**src/rtl/bin_string_sequencer.sv**
```systemverilog
`default_nettype none
// ============================================================================
// Module   : bin_string_sequencer
// Purpose  : Streams a word as ASCII binary digits, MSB nibble first, with an
//            optional separator character between nibble groups.
// Revision : 1.0 - initial release
// ============================================================================
module bin_string_sequencer #(
  parameter int         NIBBLES  = 4,
  parameter bit         SEP_EN   = 1'b1,
  parameter logic [7:0] SEP_CHAR = 8'h20
) (
  input  logic                   clk,
  input  logic                   reset_n,
  input  logic                   start,
  input  logic [4*NIBBLES-1:0]   word,
  output logic [3:0]             nib,
  input  logic [31:0]            bit_ascii,
  output logic [7:0]             char_out,
  output logic                   char_valid,
  input  logic                   char_ready,
  output logic                   busy,
  output logic                   done
);

  localparam logic [1:0] C_IDLE   = 2'd0;
  localparam logic [1:0] C_EMIT   = 2'd1;
  localparam logic [1:0] C_SEP    = 2'd2;
  localparam logic [1:0] C_FINISH = 2'd3;

  logic [1:0]             r_state;
  logic [4*NIBBLES-1:0]   r_word;
  logic [2:0]             r_nib_idx;
  logic [1:0]             r_bit_idx;

  logic                   w_xfer;
  logic [4*NIBBLES-1:0]   w_word_shift;
  logic [3:0]             w_nib_sel;
  logic [7:0]             w_bit_char;

  assign w_xfer       = char_valid && char_ready;
  assign w_word_shift = r_word >> {r_nib_idx, 2'b00};
  assign w_nib_sel    = w_word_shift[3:0];

  always_comb begin
    case (r_bit_idx)
      2'd0:    w_bit_char = bit_ascii[31:24];
      2'd1:    w_bit_char = bit_ascii[23:16];
      2'd2:    w_bit_char = bit_ascii[15:8];
      default: w_bit_char = bit_ascii[7:0];
    endcase
  end

  // Outputs decode from state only, so reset clears them without waiting on a clock.
  always_comb begin
    nib        = 4'h0;
    char_out   = 8'h00;
    char_valid = 1'b0;
    busy       = 1'b0;
    done       = 1'b0;
    case (r_state)
      C_EMIT: begin
        nib        = w_nib_sel;
        char_out   = w_bit_char;
        char_valid = 1'b1;
        busy       = 1'b1;
      end
      C_SEP: begin
        nib        = w_nib_sel;
        char_out   = SEP_CHAR;
        char_valid = 1'b1;
        busy       = 1'b1;
      end
      C_FINISH: begin
        done = 1'b1;
      end
      default: ;
    endcase
  end

  always_ff @(posedge clk or negedge reset_n) begin
    if (!reset_n) begin
      r_state   <= C_IDLE;
      r_word    <= '0;
      r_nib_idx <= 3'd0;
      r_bit_idx <= 2'd0;
    end else begin
      case (r_state)
        C_IDLE: begin
          if (start) begin
            r_word    <= word;
            r_nib_idx <= 3'(NIBBLES - 1);
            r_bit_idx <= 2'd0;
            r_state   <= C_EMIT;
          end
        end
        C_EMIT: begin
          if (w_xfer) begin
            if (r_bit_idx != 2'd3) begin
              r_bit_idx <= r_bit_idx + 2'd1;
            end else if (r_nib_idx != 3'd0) begin
              r_bit_idx <= 2'd0;
              r_nib_idx <= r_nib_idx - 3'd1;
              r_state   <= SEP_EN ? C_SEP : C_EMIT;
            end else begin
              r_state <= C_FINISH;
            end
          end
        end
        C_SEP: begin
          if (w_xfer) begin
            r_state <= C_EMIT;
          end
        end
        C_FINISH: begin
          r_nib_idx <= 3'd0;
          r_bit_idx <= 2'd0;
          r_state   <= C_IDLE;
        end
        default: r_state <= C_IDLE;
      endcase
    end
  end

endmodule
`default_nettype wire

```
**config.mk**
```make
export PLATFORM = sky130hd
export DESIGN_NAME = bin_string_sequencer
export DESIGN_NICKNAME = d
export VERILOG_FILES = /design/src/rtl/bin_string_sequencer.sv
export SDC_FILE = /design/constraint.sdc
export NUM_CORES = 1
export LEC_CHECK = 0
export ABC_CLOCK_PERIOD_IN_PS = 3800
export CAP_MARGIN = 10
export CORE_MARGIN = 2
export CORE_UTILIZATION = 25
export DETAILED_ROUTE_END_ITERATION = 16
export PLACE_DENSITY = 0.5
export SLEW_MARGIN = 30
export SYNTH_ARGS = -nofsm -noshare
export SYNTH_HDL_FRONTEND = slang
export SYNTH_SLANG_ARGS = --single-unit
```
**constraint.sdc**
```tcl
create_clock -name clk -period 3.8 [get_ports clk]
set_input_delay 0.95 -clock clk [delete_from_list [all_inputs] [get_ports clk]]
set_output_delay 0.95 -clock clk [all_outputs]
set_load 0.005 [all_outputs]
```
### After elaboration in Yosys (flattened, before gate mapping)

Index checks and enable logic that the tools add are counted.
Widths: inputs -> output; s select.

| word-level totals | value |
|---|---|
| bits in registers | 23 |
| input port bits | 52 |

| operators by class | value |
|---|---|
| add/sub/neg operators | 2 |
| eq/ne operators | 12 |
| shift-type cells | 1 |
| multiplexer cells | 21 |
| reduce and logical (&&, ||, !) cells | 10 |

Operators with widths:

| operator | count |
|---|---|
| $pmux 8 s3 | 1 |
| $mux 2 | 8 |
| $pmux 8 s2 | 1 |
| $shr 16x5->4 | 1 |
| $mux 3 | 4 |
| $ne 2x2->1 const B | 6 |
| $pmux 3 s3 | 1 |
| $pmux 2 s4 | 1 |
| $reduce_and 4->1 | 2 |
| $eq 2x2->1 const B | 3 |
| $pmux 2 s3 | 1 |
| $reduce_bool 3->1 | 2 |
| $reduce_and 5->1 | 1 |
| $eq 2x1->1 const B | 2 |
| $logic_not 2->1 | 2 |
| $mux 4 | 1 |
| $mux 1 | 3 |
| $ne 3x3->1 const B | 1 |
| $sub 3x1->3 const B | 1 |
| $add 2x1->2 const B | 1 |
| $reduce_and 2->1 | 1 |
| $reduce_or 2->1 | 1 |
| $logic_and 1x1->1 | 1 |

### Depth between registers and ports, before layout

| logic depth | value |
|---|---|
| depth in word-level cells | 6 |
| gate-level depth with buffers | 6 |
| mapped depth without buffers | 5 |

### Worst setup path after synthesis

OpenSTA, ideal clock, no wires.

| timing path | value |
|---|---|
| path kind | input -> output |
| start | input bit_ascii[13] |
| end | output char_out[5] |
| data arrival time | 1.450 ns |
| required time | 2.850 ns |
| setup slack | 1.400 ns |
| cell stages on the path | 3 |
| path buffers | 0 |
| cells stage by stage | a222oi_1 -> o21a_1 -> o21ai_1 |

| on the way | value |
|---|---|
| cells in the longest elaborated chain, start to end | 2 |

RTL lines:

| what | line | text |
|---|---|---|
| from (decl) | 18 | `input logic [31:0] bit_ascii,` |
| $pmux 8 s3 | 46 | `case (r_bit_idx)` |
| $pmux 8 s2 | 61 | `case (r_state)` |
| to (decl) | 19 | `output logic [7:0] char_out,` |

Every way passes these cells.

### Worst setup path in the final report

Same ends and word-level chain as after synthesis.

==> out/qor.yml <==
outcome:
  status: "completed"
yosys:
  synth_flop_cell: "dfrtp_1"
  synth-edff-count: 0
  syn-cell-area_um2: 1580
  synthAdderAreaFrac: 0.0870
  synthSimpleGateAreaFrac: 0.147
  synth_warnings: 0
  ys_types: 36
  synth.net_count: 211
  synthMuxAreaShare: 0.184
  synth-compound-area-share: 0.165
  syn_inst: 148
  synth_area_per_cell_um2: 10.7
  synth_top_family_by_area: "multiplexers"
  yosysSeqAreaShare: 0.364
  synthArstFlopShare: 1.00
  synthXorXnorAreaFrac: 0
  synth_seq_cells: 23
clock_network:
  clockRootBuffer: "clkbuf_8"
  cts-htree-levels: 1
  ctsHoldBuffers: 0
  cts_buffer_depth: 2
  clkTransAtPathRegs_ns: 0.07
  cts_tree: "done"
  cts_sinks: 23
  cts_resized: 0
  clock_latency_ns: 0.26
  post_cts_buffers: 0
  numCtsBuffers: 3
worst_setup_path:
  cpMaxStageDelayCell: "clkdlybuf4s50_1"
  worstPathCellList: "clkdlybuf4s50_1 -> a222oi_1 -> o21a_1 -> o21ai_1 -> clkdlybuf4s50_1"
  rrSetupSlack_ns: 1.82
  crit_top_cell: "clkdlybuf4s50_1"
  path_class: "in2out"
  cp.required_ns: 2.85
  crit_path_max_fanout: 1
  cp-start-kind: "primary input"
  path_buf_inv: 2
  critPathMaxStageDelay_ns: 0.46
  r2r-start: "r_bit_idx[0]"
  path_delay_family: "buffers and inverters"
  arrival_ns: 2.38
  reg2reg_depth: 4
  reg2reg_to: "r_nib_idx[2]"
  end_kind: "output port"
timing:
  finalMaxSlewViolations: 0
  final.setup.tns_ns: 0
  rsz0062_at_grt: "no"
  fin_worst_skew_ns: 0.00924
  period_share: 0.877
  max_freq_mhz: 300
  worst_pin_slew_ns: 0.943
  relSlewSlack: 0.370
  period_needed_ns: 3.33
  hold_violations: 0
  finalSetupViolations: 0
global_route:
  grt_pass1_wl_um: 7000
  antenna_found_initial: 0
  grt_use_total: 0.122
  grt_start_max_net_pins: 24
  grt_pass1_vias: 1362
  overflow: 0
final_layout:
  stdcell_count: 284
  fin_nets: 273
  utilization: 0.388
  num_antenna_cells: 0
  synthToLayoutAreaGrowth_pct: 47.8
  fill_cells: 606
  layout-drive-gt1-share: 0.139
route:
  firstDrtPassIters: 5
  vias: 1364
  vias_per_cell: 4.80
  drt_iter0_markers: 69
  wl_per_cell_um: 14.8
  drc_errors: 0
  finalWirelength_um: 4200
  ant_nets: 0
floorplan:
  die-width_um: 83.5
  num_io_pins: 67
  core_area_um2: 6030
  start_util: 0.262
  fp.dieArea_um2: 6980
  die_h_um: 83.5
  num_rows: 28
worst_hold_path:
  min-delay-path-class: "reg2reg"
  min_to: "r_word[5]"
  hp-start: "r_word[5]"
  hold_depth: 1
power_and_ir_drop:
  peakVddDrop_mv: 0.292
  powerDensity_nw_per_um2: 768
  power.leakage_nw: 0.965
placement:
  dp.cells: 280
  post-dp-hpwl_um: 3250
  gp_congestion: 0.739
  io_buffers: 66
flow_run:
  cap_violations: 0
[logic make-up after synthesis]
logic type / after synthesis
multiplexers: 22
AND/OR/NAND/NOR: 45
flip-flops: 23
AO/OA/AOI/OAI: 30
buffers and inverters: 17
adder cells (fa/ha/maj): 11
[worst reg2reg max path, cell delays in order (launching register included)]
cell and delay, ns:
dfrtp_1 0.41, ha_1 0.68, nand4_1 0.23, or4_1 0.51
nand3_1 0.09
[how the worst max path moves through the flow]
stage,slack [ns],depth (start not counted),end,from
final,0.47,5,char_out[5],bit_ascii[13]
after global routing,0.38,5,char_out[4],r_bit_idx[0]
after CTS,0.47,5,char_out[5],bit_ascii[13]
after detailed placement,0.46,5,char_out[5],bit_ascii[13]
after global placement,0.46,5,char_out[5],bit_ascii[13]
after floorplan,1.40,3,char_out[5],bit_ascii[13]
[flip-flops by register name, summed over array words and instances (netlist names)]
| register | flops |
|---|---|
| r_word | 16 |
| r_nib_idx | 3 |
| r_bit_idx | 2 |
| r_state | 2 |
[synthesized netlist by cell type, types with 3 or more instances]
cell / number / area, um2
buf_2: 3 / 15.0
nand3_1: 4 / 20.0
nor2b_1: 6 / 37.5
o21a_1: 8 / 60.1
ha_1: 11 / 138
nand2_1: 14 / 52.6
clkbuf_1: 5 / 18.8
dfrtp_1: 23 / 576
nor2_1: 7 / 26.3
mux2_2: 17 / 191
inv_1: 6 / 22.5
mux4_2: 4 / 90.1
a222oi_1: 8 / 80.1
[cell type report]
| cell class | instances | area (um2) | area share |
|---|---|---|---|
| Sequential cell | 23 | 576 | 0.246 |
| Multi-Input combinational cell | 108 | 923 | 0.395 |
| Clock buffer | 3 | 41.3 | 0.0177 |
| Timing Repair Buffer | 68 | 676 | 0.289 |
| Clock inverter | 1 | 5.00 | 0.00214 |
| Tap cell | 75 | 93.8 | 0.0401 |
| Inverter | 6 | 22.5 | 0.00964 |
[through the flow]
step	setup slack [ns]	area, um2	hold slack [ns]	power [mW]
after CTS	0.465	2340	0.510	1.82
after detailed placement	0.461	2290	0.489	1.67
after global placement	0.465	2290	0.483	1.67
after floorplan	1.40	1580	0.474	1.19
after global routing	0.381	2340	0.520	1.96
final	0.469	2340	0.506	1.80
[per-layer routing]
metal  vias up  global-route usage  part of all wire
met5         -                   0                 0
met2        22               0.213              0.54
li1        673                   -                 -
met4         0              0.0264             0.013
met3         4              0.0208             0.022
met1       665               0.160              0.43
[cells in the final DEF, fill, tap and decap left out, drive strengths merged, types with 2 or more instances in the layout]
cell type      synthesis  final
clkdlybuf4s50          0     66
dfrtp                 23     23
mux2                  17     17
nand2                 14     14
ha                    11     11
a222oi                 8      8
o21a                   8      8
nor2                   7      7
inv                    6      6
nor2b                  6      6
mux4                   4      4
nand3                  4      4
clkbuf                 5      3
o21ai                  3      3
or3b                   2      2
or4                    2      2
or3                    2      2
nor3                   2      2
o32a                   2      2
o31ai                  2      2
o211ai                 2      2
buf                    6      2
[where the power goes]
group / total [mW] / switching [mW] / leakage [nW] / internal, mW
combinational: 1.19 / 0.484 / 0.665 / 0.704
sequential: 0.460 / 0.0933 / 0.275 / 0.366
clock: 0.148 / 0.0753 / 0.0255 / 0.0731
(Power assumes the default switching activity.)
